## config.mk

```make
export PLATFORM = sky130hd
export DESIGN_NAME = watch_set_cu_flat
export DESIGN_NICKNAME = d
export VERILOG_FILES = /design/src/rtl/watch_set_cu_pkg.sv /design/src/rtl/watch_set_cu_if.sv /design/src/rtl/watch_set_cu_btn_edge.sv /design/src/rtl/watch_set_cu.sv /design/src/flat_wrapper.sv
export SDC_FILE = /design/constraint.sdc
export NUM_CORES = 1
export LEC_CHECK = 0
export BUFFER_PORTS_ARGS = -buffer_cell sky130_fd_sc_hd__buf_2
export CORE_ASPECT_RATIO = 0.7
export CORE_UTILIZATION = 30
export DETAILED_ROUTE_END_ITERATION = 8
export RECOVER_POWER = 25
export SLEW_MARGIN = 20
export SYNTH_ARGS = -nofsm -noshare
export SYNTH_HDL_FRONTEND = slang
export SYNTH_SLANG_ARGS = --single-unit
export TNS_END_PERCENT = 50
```

## constraint.sdc

```tcl
create_clock -name clk -period 2.1 [get_ports clk]
set_clock_uncertainty 0.15 [all_clocks]
set_input_delay 0.42 -clock clk [delete_from_list [all_inputs] [get_ports clk]]
set_output_delay 0.42 -clock clk [all_outputs]
set_load 0.05 [all_outputs]
```

## src/rtl/watch_set_cu_pkg.sv

```systemverilog
// ============================================================================
// Module  : watch_pkg
// Brief   : Shared FSM state, field index and direction encodings for watch_set_cu
// Revision: 1.0
// ============================================================================
`default_nettype none

package watch_pkg;

  typedef enum logic [1:0] {
    IDLE     = 2'd0,
    FIRST    = 2'd1,
    REPEAT   = 2'd2,
    WAIT_REL = 2'd3
  } state_t;

  localparam int FLD_SEC  = 0;
  localparam int FLD_MIN  = 1;
  localparam int FLD_HOUR = 2;

  localparam logic DIR_UP   = 1'b0;
  localparam logic DIR_DOWN = 1'b1;

  // Index width for n items, never narrower than one bit.
  function automatic int sel_w(input int n);
    return (n > 1) ? $clog2(n) : 1;
  endfunction

  function automatic int max2(input int a, input int b);
    return (a > b) ? a : b;
  endfunction

endpackage

`default_nettype wire

```

## src/rtl/watch_set_cu_if.sv

```systemverilog
// ============================================================================
// Module  : watch_set_cu_if
// Brief   : Switch/button inputs and tick/grant outputs of the time-setting unit
// Revision: 1.0
// ============================================================================
`default_nettype none

interface watch_set_cu_if
  import watch_pkg::*;
#(
  parameter int NUM_FIELDS = 3,
  localparam int SEL_W     = sel_w(NUM_FIELDS)
);
  logic                  mode;
  logic [NUM_FIELDS-1:0] field_sel;
  logic                  btn_up;
  logic                  btn_down;
  logic [NUM_FIELDS-1:0] tick_up;
  logic [NUM_FIELDS-1:0] tick_down;
  logic [SEL_W-1:0]      active_idx;
  logic                  active_vld;

  modport master (
    output mode, field_sel, btn_up, btn_down,
    input  tick_up, tick_down, active_idx, active_vld
  );

  modport slave (
    input  mode, field_sel, btn_up, btn_down,
    output tick_up, tick_down, active_idx, active_vld
  );
endinterface

`default_nettype wire

```

## src/rtl/watch_set_cu_btn_edge.sv

```systemverilog
// ============================================================================
// Module  : btn_edge
// Brief   : One-bit history register and rising-edge (press) detector
// Revision: 1.0
// ============================================================================
`default_nettype none

module btn_edge (
  input  logic clk,
  input  logic reset_n,
  input  logic btn,
  output logic press
);
  logic r_hist;

  always_ff @(posedge clk or negedge reset_n) begin
    if (!reset_n) r_hist <= 1'b0;
    else          r_hist <= btn;
  end

  assign press = btn & ~r_hist;
endmodule

`default_nettype wire

```

## src/rtl/watch_set_cu.sv

```systemverilog
// ============================================================================
// Module  : watch_set_cu
// Brief   : Turns up/down buttons into per-field set ticks; optional auto-repeat
//           enabled by WATCH_SET_AUTOREPEAT_EN.
// Revision: 1.0
// ============================================================================
`default_nettype none

module watch_set_cu
  import watch_pkg::*;
#(
  parameter int NUM_FIELDS = 3,
  parameter int HOLD_CYC   = 50_000_000,
  parameter int REPEAT_CYC = 10_000_000,
  localparam int SEL_W     = sel_w(NUM_FIELDS)
) (
  input  logic            clk,
  input  logic            reset_n,
  watch_set_cu_if.slave   bus
);
  if (HOLD_CYC < 2 || REPEAT_CYC < 2) begin : g_bad_param
    $error("watch_set_cu: HOLD_CYC and REPEAT_CYC must be >= 2");
  end

  logic w_up_press, w_down_press;

  btn_edge u_edge_up   (.clk(clk), .reset_n(reset_n), .btn(bus.btn_up),   .press(w_up_press));
  btn_edge u_edge_down (.clk(clk), .reset_n(reset_n), .btn(bus.btn_down), .press(w_down_press));

  // Lowest set switch wins, so scan from the top down.
  logic [SEL_W-1:0] w_idx;
  logic             w_vld;
  always_comb begin
    w_idx = '0;
    for (int i = NUM_FIELDS - 1; i >= 0; i--) begin
      if (bus.field_sel[i]) w_idx = SEL_W'(i);
    end
    w_vld = ~bus.mode & (|bus.field_sel);
  end

  state_t                r_state, w_state_nxt;
  logic                  r_dir, w_dir_nxt;
  logic [SEL_W-1:0]      r_press_idx, w_press_idx_nxt;
  logic [SEL_W-1:0]      r_active_idx;
  logic                  r_active_vld;
  logic [NUM_FIELDS-1:0] r_tick_up, r_tick_down;
  logic                  w_fire, w_lat_held, w_opp_press, w_abort, w_allow;

`ifdef WATCH_SET_AUTOREPEAT_EN
  localparam int c_CNT_W = sel_w(max2(HOLD_CYC, REPEAT_CYC));
  logic [c_CNT_W-1:0] r_cnt, w_cnt_nxt, w_cnt_last;
`endif

  always_comb begin
    w_state_nxt     = r_state;
    w_dir_nxt       = r_dir;
    w_press_idx_nxt = r_press_idx;
    w_fire          = 1'b0;
    w_allow         = r_active_vld & ~bus.mode;
    w_lat_held      = (r_dir == DIR_UP) ? bus.btn_up : bus.btn_down;
    w_opp_press     = (r_dir == DIR_UP) ? w_down_press : w_up_press;
    w_abort         = bus.mode | ~r_active_vld | (r_active_idx != r_press_idx);
`ifdef WATCH_SET_AUTOREPEAT_EN
    w_cnt_nxt  = r_cnt;
    w_cnt_last = (r_state == FIRST) ? c_CNT_W'(HOLD_CYC - 1) : c_CNT_W'(REPEAT_CYC - 1);
`endif
    case (r_state)
      IDLE: begin
        if (w_up_press & w_down_press) begin
          w_state_nxt = WAIT_REL;
        end else if ((w_up_press | w_down_press) & w_allow) begin
          w_fire          = 1'b1;
          w_dir_nxt       = w_up_press ? DIR_UP : DIR_DOWN;
          w_press_idx_nxt = r_active_idx;
          w_state_nxt     = FIRST;
`ifdef WATCH_SET_AUTOREPEAT_EN
          w_cnt_nxt       = '0;
`endif
        end
      end
      FIRST, REPEAT: begin
        if (w_opp_press | w_abort) begin
          w_state_nxt = WAIT_REL;
        end else if (!w_lat_held) begin
          w_state_nxt = IDLE;
        end
`ifdef WATCH_SET_AUTOREPEAT_EN
        else if (r_cnt == w_cnt_last) begin
          w_fire      = 1'b1;
          w_cnt_nxt   = '0;
          w_state_nxt = REPEAT;
        end else if (r_cnt != '1) begin
          w_cnt_nxt = r_cnt + 1'b1;
        end
`endif
      end
      WAIT_REL: begin
        if (!bus.btn_up && !bus.btn_down) w_state_nxt = IDLE;
      end
      default: w_state_nxt = IDLE;
    endcase
  end

  always_ff @(posedge clk or negedge reset_n) begin
    if (!reset_n) begin
      r_state      <= IDLE;
      r_dir        <= DIR_UP;
      r_press_idx  <= SEL_W'(FLD_SEC);
      r_active_idx <= SEL_W'(FLD_SEC);
      r_active_vld <= 1'b0;
      r_tick_up    <= '0;
      r_tick_down  <= '0;
    end else begin
      r_state      <= w_state_nxt;
      r_dir        <= w_dir_nxt;
      r_press_idx  <= w_press_idx_nxt;
      r_active_idx <= w_idx;
      r_active_vld <= w_vld;
      r_tick_up    <= (w_fire && w_dir_nxt == DIR_UP)   ? (NUM_FIELDS'(1) << r_active_idx) : '0;
      r_tick_down  <= (w_fire && w_dir_nxt == DIR_DOWN) ? (NUM_FIELDS'(1) << r_active_idx) : '0;
    end
  end

`ifdef WATCH_SET_AUTOREPEAT_EN
  always_ff @(posedge clk or negedge reset_n) begin
    if (!reset_n) r_cnt <= '0;
    else          r_cnt <= w_cnt_nxt;
  end
`endif

  assign bus.tick_up    = r_tick_up;
  assign bus.tick_down  = r_tick_down;
  assign bus.active_idx = r_active_idx;
  assign bus.active_vld = r_active_vld;
endmodule

`default_nettype wire

```

## src/flat_wrapper.sv

```systemverilog
// flat-port wrapper written by rule: the top's interface ports become plain ports
module watch_set_cu_flat import watch_pkg::*;
#(
  parameter int NUM_FIELDS = 3,
  parameter int HOLD_CYC   = 50_000_000,
  parameter int REPEAT_CYC = 10_000_000,
  localparam int SEL_W     = sel_w(NUM_FIELDS)
)
  (clk, reset_n, bus_mode, bus_field_sel, bus_btn_up, bus_btn_down, bus_tick_up, bus_tick_down, bus_active_idx, bus_active_vld);
  watch_set_cu_if #(.NUM_FIELDS(NUM_FIELDS)) bus_i ();
  input  logic clk;
  input  logic reset_n;
  input wire logic [$bits(bus_i.mode)-1:0] bus_mode;
  input wire logic [$bits(bus_i.field_sel)-1:0] bus_field_sel;
  input wire logic [$bits(bus_i.btn_up)-1:0] bus_btn_up;
  input wire logic [$bits(bus_i.btn_down)-1:0] bus_btn_down;
  output wire logic [$bits(bus_i.tick_up)-1:0] bus_tick_up;
  output wire logic [$bits(bus_i.tick_down)-1:0] bus_tick_down;
  output wire logic [$bits(bus_i.active_idx)-1:0] bus_active_idx;
  output wire logic [$bits(bus_i.active_vld)-1:0] bus_active_vld;
  assign bus_i.mode = bus_mode;
  assign bus_i.field_sel = bus_field_sel;
  assign bus_i.btn_up = bus_btn_up;
  assign bus_i.btn_down = bus_btn_down;
  assign bus_tick_up = bus_i.tick_up;
  assign bus_tick_down = bus_i.tick_down;
  assign bus_active_idx = bus_i.active_idx;
  assign bus_active_vld = bus_i.active_vld;
  watch_set_cu #(.NUM_FIELDS(NUM_FIELDS), .HOLD_CYC(HOLD_CYC), .REPEAT_CYC(REPEAT_CYC)) u_core (.clk(clk), .reset_n(reset_n), .bus(bus_i));
endmodule
```

==> summary.md, run 1 <==
| Metric | Value |
|---|---|
| Largest family of logic cells by synthesized area | `simple AND/OR/NAND/NOR gates` |
| Slew HR | `0.4429` |
| Sequential element share of the synthesized area | `0.5161` |
| Synth Flop Type | `dfrtp_1` |
| Place WS | `0.3046 ns` |
| Reg-to-reg endpoint | `u_core.r_state[0]` |
| Die Y-Extent | `44.55 µm` |
| Worst Setup EP | `u_core.r_state[0]` |
| Die W | `62.78 µm` |
| Clock latency at the later pin of the worst-skew pair | `approximately 0.25 ns` |
| CTS root buf | `clkbuf_8` |
| Worst hold path type | `in2reg` |
| Worst-Margin Slew | `0.8357 ns` |
| Post-Synth Adder-Cell Area | `0.06290` |
| Hold Buf Count CTS | `1` |
| Drt pass-1 iters | `4` |
| RR Startpoint | `u_core.bus.active_idx[1]` |
| Critical path arrival | `1.69 ns` |
| I/O pin count | `17` |
| CP Max Fanout | `7` |
| Slew Limit Fails | `0` |
| Global-route wire length before repair | `approximately 2200 µm` |
| Gr usage total | `0.1086` |
| Post-route setup slack | `between 0.3 and 0.4 ns` |
| Overflow after GRT | `0` |
| Final setup viols | `0` |
| Post-synth ARST share | `1.000` |
| H-tree Lvls | `1` |
| Period utilisation layout | `0.8126` |
| Full die area | `~2800 µm²` |
| YS warnings | `0` |
| Worst setup startpoint | `u_core.bus.active_idx[1]` |
| LEAKAGE | `0.0004488 µW` |
| Layout cell share with drive strength beyond 1 | `0.2907` |
| CP startpoint kind | `flop` |
| Initial core utilization | `0.3155` |
| Remaining DRCs | `0` |
| Diodes inserted | `0` |
| Period minus WS final | `about 1.7 ns` |
| Core area | `2459 µm²` |
| Post-synth design cell area | `775.7 µm²` |
| XOR/XNOR Fraction of Synth Area | `0.05323` |
| CTS tree | `built` |
| Post-synth EDFFs | `0` |
| # Max-Cap Violations | `0` |
| Routed vias | `roughly 530` |
| Via-per-instance ratio | `4.425` |
| Setup crit end kind | `flop` |
| Post-CTS Setup Repair Bufs | `0` |
| Setup TNS | `0 ns` |
| Mapped Cells | `66` |
| Outcome | `finished, final reports clean` |
| Largest net degree at the start of global routing | `17` |
| CTS sink cnt | `16` |
| Avg Inst Size Synth | `11.75 µm²` |
| Distinct cells, synth | `27` |
| Depth of the most critical reg-to-reg path | `5` |
| Row count | `15` |
| Compound-Gate Fraction of Synth Area | `0.09677` |
| PortBufs | `16` |
| Register-to-register setup slack | `0.39 ns` |
| FF+latch count, synth | `16` |
| Mapped Nets | `77` |
| Hold Fails Final Rpt | `0` |
| DR WL/cell | `10.97 µm` |
| Synth Area in Simple Gates | `0.1952` |
| NumNets Final | `98` |
| DRT iter0 DRCs | `13` |
| Maximum vdd drop | `0.0003482 V` |
| Antenna Nets Post-Route | `0` |
| Vias in the first global route | `443` |
| Required time worst endpoint | `approximately 2.1 ns` |
| Initial antenna violation count | `0` |
| Unrepaired setup endpoints after global routing | `no` |
| Num CTS Buffers | `3` |
| GP Congestion | `0.7087` |
| Hold wc startpoint | `bus_btn_up` |
| Clk pin slew, worst setup/hold paths | `0.06 ns` |
| Final WL | `1316 µm` |
| Mux cell area share after synthesis | `0.04194` |
| Area grow syn2layout | `21.94%` |
| Achievable frequency | `just under 0.6 GHz` |
| Power density cells | `1066 nW/µm²` |
| Worst Setup Path Type | `reg2reg` |
| CTS Buffer Depth | `2` |
| CTS-repair resized insts | `0` |
| Detailed Place HPWL | `about 970 µm` |
per-stage QoR:
stage                 util  power, µW  hold WS, ns  cells  instance area (µm²)
detailed placement  0.3608      740.2       0.2019    115                887.1
CTS                 0.3873       1025       0.1592    120                952.2
floorplan                -      671.6     -0.02559     66                775.7
finish              0.3847       1008       0.1886    120                945.9
global route        0.3847       1079       0.1878    120                945.9
global placement    0.3608      743.2       0.1997    115                887.1
power by group:
group / switching (µW) / internal, µW
clock network: 106 / 166
registers: 46.9 / 359
logic: 160 / 170
worst min-delay path by stage:
| stage | to | slack, ns | depth (start not counted) |
|---|---|---|---|
| after floorplan | u_core.bus.active_idx[0] | -0.03 | 0 |
| after global placement | u_core.u_edge_up.r_hist | 0.20 | 1 |
| after detailed placement | u_core.u_edge_up.r_hist | 0.20 | 1 |
| after CTS | u_core.u_edge_up.r_hist | 0.16 | 1 |
| after global routing | u_core.u_edge_up.r_hist | 0.19 | 1 |
| final | u_core.u_edge_up.r_hist | 0.19 | 1 |
sequential cells by signal, indices dropped and copies added (netlist names):
register	flops
u_core.r_dir	1
u_core.r_state	2
u_core.r_press_idx	2
u_core.bus.active_vld	1
u_core.bus.tick_down	3
u_core.u_edge_down.r_hist	1
u_core.u_edge_up.r_hist	1
u_core.bus.tick_up	3
u_core.bus.active_idx	2
cell usage in the layout, fill, tap and decap left out, types with 3 or more instances in the layout:
cell type,n
clkbuf_1,5
clkbuf_8,4
inv_1,4
buf_2,11
dfrtp_1,16
o21ai_0,3
nor3_1,3
nor2b_1,4
nor2_1,7
ha_1,3
kinds of logic after synthesis:
family          after synthesis
simple gates                 25
flops                        16
compound gates               10
buf+inv                       5
fa+ha+maj                     4
xor+xnor                      3
mux                           3
cell type report:
type                       instances  area, µm²
clock buffer                       4      55.05
fill                             256       1513
inverter                           4      15.01
multi-input combinational         45      349.1
sequential                        16      400.4
tap                               34      42.54
timing repair buffer              17      83.83
Yosys cell counts, types with 2 or more instances:
master	instances	area share
o21ai_0	3	0.019
dfrtp_1	16	0.52
nand2b_1	2	0.016
inv_1	4	0.019
or2b_1	2	0.019
nor2b_4	2	0.035
nand3_1	2	0.013
xnor2_2	2	0.042
mux2_2	2	0.029
nor3_1	3	0.019
ha_1	3	0.048
nor2_1	7	0.034
nor2b_1	4	0.032
routing by layer:
metal  wire (µm)  vias to the layer above  share of wire  global-route usage
li1            -                      264              -                   -
met1         690                      243           0.52              0.1571
met2         518                       22           0.39              0.1326
met3          97                        2          0.074             0.04639
met4           9                        0         0.0068             0.05581
met5           0                        -              0                   0
worst max-delay path, stage by stage (launching register included):
cell	delay (ns)
dfrtp_1	0.50
xnor2_2	0.14
nand3_1	0.10
a211oi_2	0.27
a21boi_1	0.10
o32a_1	0.33
No activity file was read; power rests on OpenSTA's default activity.
==> run 2, diff against run 1 <==
Clock period 2.1 ns to 1.6 ns, I/O delays scaled along.
==> run 2 against run 1 <==
Net effect:
- global-route usage about the same
- non-clock buffer count rose by 6
- sequential power increased by 31%
- wire length grew 1.7%
- first-iteration DRC count is 15% higher
- combinational power grew 64%
==> summary.md, run 2 (synthesis results as in run 1) <==
| Metric | Value |
|---|---|
| Unrepaired setup endpoints after global routing | `yes` |
| Largest net degree at the start of global routing | `17` |
| Fin util | `0.4158` |
| Commonest non-fill, non-tap cell in the layout | `dfrtp_1` |
| Hold Fails Final Rpt | `0` |
| Final WL | `approximately 1300 µm` |
| # Max-Cap Violations | `0` |
| CTS sink cnt | `16` |
| Period minus WS final | `~1.6 ns` |
| Core area | `2459 µm²` |
| Full die area | `2797 µm²` |
| LEAKAGE | `roughly 0.00048 µW` |
| Clock latency at the later pin of the worst-skew pair | `0.25 ns` |
| NumNets Final | `104` |
| PortBufs | `16` |
| Worst hold path type | `in2reg` |
| Slowest CP cell | `dfrtp_1` |
| Achievable frequency | `0.6406 GHz` |
| Area grow syn2layout | `31.77%` |
| CTS root buf | `clkbuf_8` |
| Max incr delay on CP | `0.39 ns` |
| Layout cell share with drive strength beyond 1 | `0.4565` |
| Maximum vdd drop | `0.0004436 V` |
| Num CTS Buffers | `3` |
| Area of the multi-input gates | `377.9 µm²` |
| CP Max Fanout | `4` |
| DR WL/cell | `10.62 µm` |
| Design Area, Final | `1022 µm²` |
| Diodes inserted | `0` |
| FF/Latch Area | `404.1 µm²` |
| Final setup viols | `0` |
| Outcome | `finished, final reports clean` |
| Delay-heaviest family, CP | `simple AND/OR/NAND/NOR gates` |
| Antenna Nets Post-Route | `0` |
| Power density cells | `1393 nW/µm²` |
| Overall Power | `~1400 µW` |
| Gr usage total | `0.1089` |
| GP Congestion | `~0.69` |
| Detailed Place HPWL | `1036 µm` |
| Slew Limit Fails | `0` |
| Vias in the first global route | `468` |
| Drt pass-1 iters | `4` |
| CP Cell Sequence | `nand2b_2 -> xnor2_1 -> and3_4 -> mux2_2` |
| Worst-Margin Slew | `0.3862 ns` |
| CTS tree | `built` |
| CTS Buffer Depth | `2` |
| Remaining DRCs | `0` |
| Slew HR | `0.7425` |
| Die Y-Extent | `44.55 µm` |
| DRT iter0 DRCs | `15` |
| Placed inst area | `between 900 and 1000 µm²` |
| Critical path arrival | `1.55 ns` |
| Global-route wire length before repair | `2166 µm` |
| Clk pin slew, worst setup/hold paths | `~0.060 ns` |
| Post-route setup slack | `0.03903 ns` |
| Period utilisation layout | `0.9756` |
| Via-per-instance ratio | `between 4 and 5` |
| Initial core utilization | `0.3155` |
| I/O pin count | `17` |
| H-tree Lvls | `1` |
| Hold wc startpoint | `bus_btn_down` |
| Worst setup startpoint | `u_core.u_edge_down.r_hist` |
| Fillcell total | `255` |
| Setup crit end kind | `flop` |
| Required time worst endpoint | `1.59 ns` |
| Row count | `15` |
| Place WS | `-0.04161 ns` |
| CP startpoint kind | `flop` |
| Routed vias | `550` |
| RR Startpoint | `u_core.u_edge_down.r_hist` |
| Overflow after GRT | `0` |
| Initial antenna violation count | `0` |
| Worst Setup Path Type | `reg2reg` |
| Worst Path Buf+Inv | `0` |
| Most frequent cells in the layout | `dfrtp_1 (13), buf_2 (12), nor2_1 (7)` |
| Die W | `62.78 µm` |
## run 2: cell count changes in the layout (fill, tap and decap cells not counted), sizes merged
cell  before  now
buf       11   17
## run 2: worst paths after layout
check                      slack, ns                   endpoint  cells past startpoint
min reg2reg                     0.42      u_core.r_press_idx[0]                      1
min in group asynchronous       0.37          u_core.r_state[0]                      2
max in group asynchronous       0.63      u_core.bus.active_vld                      2
max                             0.04      u_core.r_press_idx[1]                      4
max reg2reg                     0.04      u_core.r_press_idx[1]                      4
min                             0.11  u_core.u_edge_down.r_hist                      1
## run 2: stage by stage
stage	instances	TNS [ns]	hold WS, ns
floorplan	66	-0.02855	-0.1256
global placement	120	-0.03543	0.1018
detailed placement	120	-0.05191	0.1044
CTS	125	0	0.06973
global route	126	-0.05707	0.1103
finish	126	0	0.1092
## run 2: report_power, final
group | leakage (µW) | total (µW) | internal (µW) | switching, µW
sequential | 0.000203 | 531 | 472 | 59.1
clock | 0.0000288 | 352 | 218 | 133
combinational | 0.000245 | 541 | 290 | 251
total | 0.000477 | 1420 | 980 | 443
## run 2: worst register-to-register path, stage by stage (launching register included)
cell	delay (ns)
dfrtp_1	0.39
nand2b_2	0.22
xnor2_1	0.16
and3_4	0.22
mux2_2	0.33
## run 2: area by class of cell
type | instances | area share
Clock buffer | 4 | 0.05386
Inverter | 4 | 0.01469
Multi-Input combinational cell | 45 | 0.3696
Sequential cell | 16 | 0.3953
Tap cell | 34 | 0.04162
Timing Repair Buffer | 23 | 0.1248
## run 2: routing by layer
metal  vias to the layer above  wire [µm]  track usage
met2                        18        502       0.1391
met1                       252        728       0.1518
met4                         0         22      0.05581
met3                         4         84      0.04897
li1                        276          -            -
met5                         -          0            0
## run 2: timing repair
| action | CTS | global route |
|---|---|---|
| hold buffers | 1 | 0 |
| endpoints found under the setup margin | 1 | 4 |
| resized for setup | 4 | 4 |
| hold endpoints to repair | 16 | 0 |
| pin swaps | 1 | 1 |
| buffers inserted | 0 | 1 |
==> run 3, diff against run 2 <==
Settings changed: SKIP_CTS_REPAIR_TIMING set to 1.
Clock period 1.6 ns to 1.76 ns, I/O delays scaled along.
==> run 3 against run 2 <==
Net effect:
- via count fell by 3.5%
- hold slack improved by 0.0047 ns
- clock power fell by 8.2%
- die area did not move
- flip-flop and latch count did not move
- sequential share of layout area rose by 2.7 points
- first-iteration DRC count fell by 27%
- setup slack improved by 0.082 ns
- critical path depth rose by 2
- final area fell by 6.4%
- largest power group is now registers
- highest routed layer unchanged
==> summary.md, run 3 (synthesis results as in run 1) <==
| Metric | Value |
|---|---|
| Net Sw Frac | `0.3082` |
| Most frequent cells in the layout | `dfrtp_1 (13), buf_2 (11), nor2_1 (7)` |
| Routed vias | `531` |
| Core area | `2459 µm²` |
| Global-route wire length before repair | `roughly 2200 µm` |
| Placed insts | `115` |
| Area grow syn2layout | `23.39%` |
| Largest net degree at the start of global routing | `17` |
| Clock latency at the later pin of the worst-skew pair | `between 0.2 and 0.3 ns` |
| Design Area, Final | `957.2 µm²` |
| Power Internal | `between 800 and 900 µW` |
| Slew Limit Fails | `0` |
| Slew HR | `0.4308` |
| Outcome | `finished, final reports clean` |
| Layout cell share with drive strength beyond 1 | `0.3333` |
| CP startpoint kind | `flop` |
| CP Max Fanout | `3` |
| Power density cells | `1274 nW/µm²` |
| Worst hold path type | `in2reg` |
| CTS root buf | `clkbuf_8` |
| Worst-Margin Slew | `0.8537 ns` |
| Period minus WS final | `1.639 ns` |
| CTS Buffer Depth | `2` |
| Remaining DRCs | `0` |
| Setup crit end kind | `flop` |
| Logic pwr share | `0.340` |
| Overflow after GRT | `0` |
| Maximum vdd drop | `0.0005073 V` |
| Via-per-instance ratio | `4.388` |
| Row count | `15` |
| Critical path arrival | `1.65 ns` |
| DR WL/cell | `11.05 µm` |
| Full die area | `2797 µm²` |
| Setup TNS | `0 ns` |
| Fin util | `0.3893` |
| Placed inst area | `between 800 and 900 µm²` |
| H-tree Lvls | `1` |
| I/O pin count | `17` |
| Hold Fails Final Rpt | `0` |
| # Max-Cap Violations | `0` |
| Period utilisation layout | `0.9311` |
| Clock power frac | `0.265` |
| Required time worst endpoint | `1.78 ns` |
| GP Congestion | `0.7420` |
| Finished Layout Cells | `121` |
| Detailed Place HPWL | `1022 µm` |
| Antenna Nets Post-Route | `0` |
| Initial core utilization | `0.3155` |
| Flop pwr share | `0.395` |
| Initial antenna violation count | `0` |
| Gr usage total | `0.1105` |
| Final WL | `1337 µm` |
| Drt pass-1 iters | `3` |
| Final setup viols | `0` |
| NumNets Final | `99` |
| Clk pin slew, worst setup/hold paths | `0.06 ns` |
| Die Y-Extent | `44.55 µm` |
| CTS tree | `built` |
| Die W | `62.78 µm` |
| DRT iter0 DRCs | `11` |
| Diodes inserted | `0` |
| Num CTS Buffers | `3` |
| CTS sink cnt | `16` |
| Commonest non-fill, non-tap cell in the layout | `dfrtp_1` |
| Vias in the first global route | `between 400 and 500` |
| PortBufs | `16` |
| LEAKAGE | `about 0.00045 µW` |
| Worst Setup Path Type | `reg2reg` |
| Achievable frequency | `around 0.61 GHz` |
| P_sw | `375.7 µW` |
| Unrepaired setup endpoints after global routing | `no` |
## run 3: changes by cell type in the layout (fill, tap and decap cells not counted), sizes merged
cell  previous run  this run
buf             17        12
## run 3: worst paths after layout
check                                           to  depth (start not counted)                startpoint  slack [ns]
max                              u_core.r_state[1]                          6         u_core.r_state[1]        0.12
min                        u_core.u_edge_up.r_hist                          1                bus_btn_up        0.11
max reg2reg                      u_core.r_state[1]                          6         u_core.r_state[1]        0.12
min reg2reg                u_core.bus.tick_down[0]                          1  u_core.bus.active_idx[0]        0.38
max in group asynchronous    u_core.bus.active_vld                          2                   reset_n        0.30
min in group asynchronous    u_core.bus.tick_up[2]                          2                   reset_n        0.58
## run 3: routing by layer
| metal | wire, µm | track usage |
|---|---|---|
| met2 | 550 | 0.1522 |
| met1 | 653 | 0.1372 |
| met4 | 32 | 0.05581 |
| met3 | 100 | 0.06443 |
| met5 | 0 | 0 |
## run 3: power groups by stage
stage          combinational (µW)  clock [µW]  sequential, µW
2_1_floorplan                 304           0             498
3_3_place_gp                  395           0             491
3_5_place_dp                  402           0             490
4_1_cts                       403         336             485
5_1_grt                       462         356             488
6_report                      415         323             482
## run 3: worst max-delay path: stages (launching register included)
cell      delay, ns
dfrtp_1        0.38
inv_1          0.09
ha_1           0.25
nor2b_1        0.15
nand2b_1       0.14
a211o_2        0.32
o21ai_0        0.08
## run 3: layout make-up
cell class                      count  area (µm²)
Fill cell                         257        1501
Sequential cell                    16       404.1
Multi-Input combinational cell     45       349.1
Timing Repair Buffer               18       91.34
Clock buffer                        4       55.05
Tap cell                           34       42.54
Inverter                            4       15.01
## run 3: through the flow
stage | total power [µW] | hold WS, ns | setup slack, ns
2_1_floorplan | 802.1 | -0.09359 | 0.02760
3_3_place_gp | 885.7 | 0.1389 | 0.02965
3_5_place_dp | 892.2 | 0.1366 | 0.003825
4_1_cts | 1224 | -0.1376 | 0.05833
5_1_grt | 1305 | 0.1157 | 0.04489
6_report | 1219 | 0.1139 | 0.1213
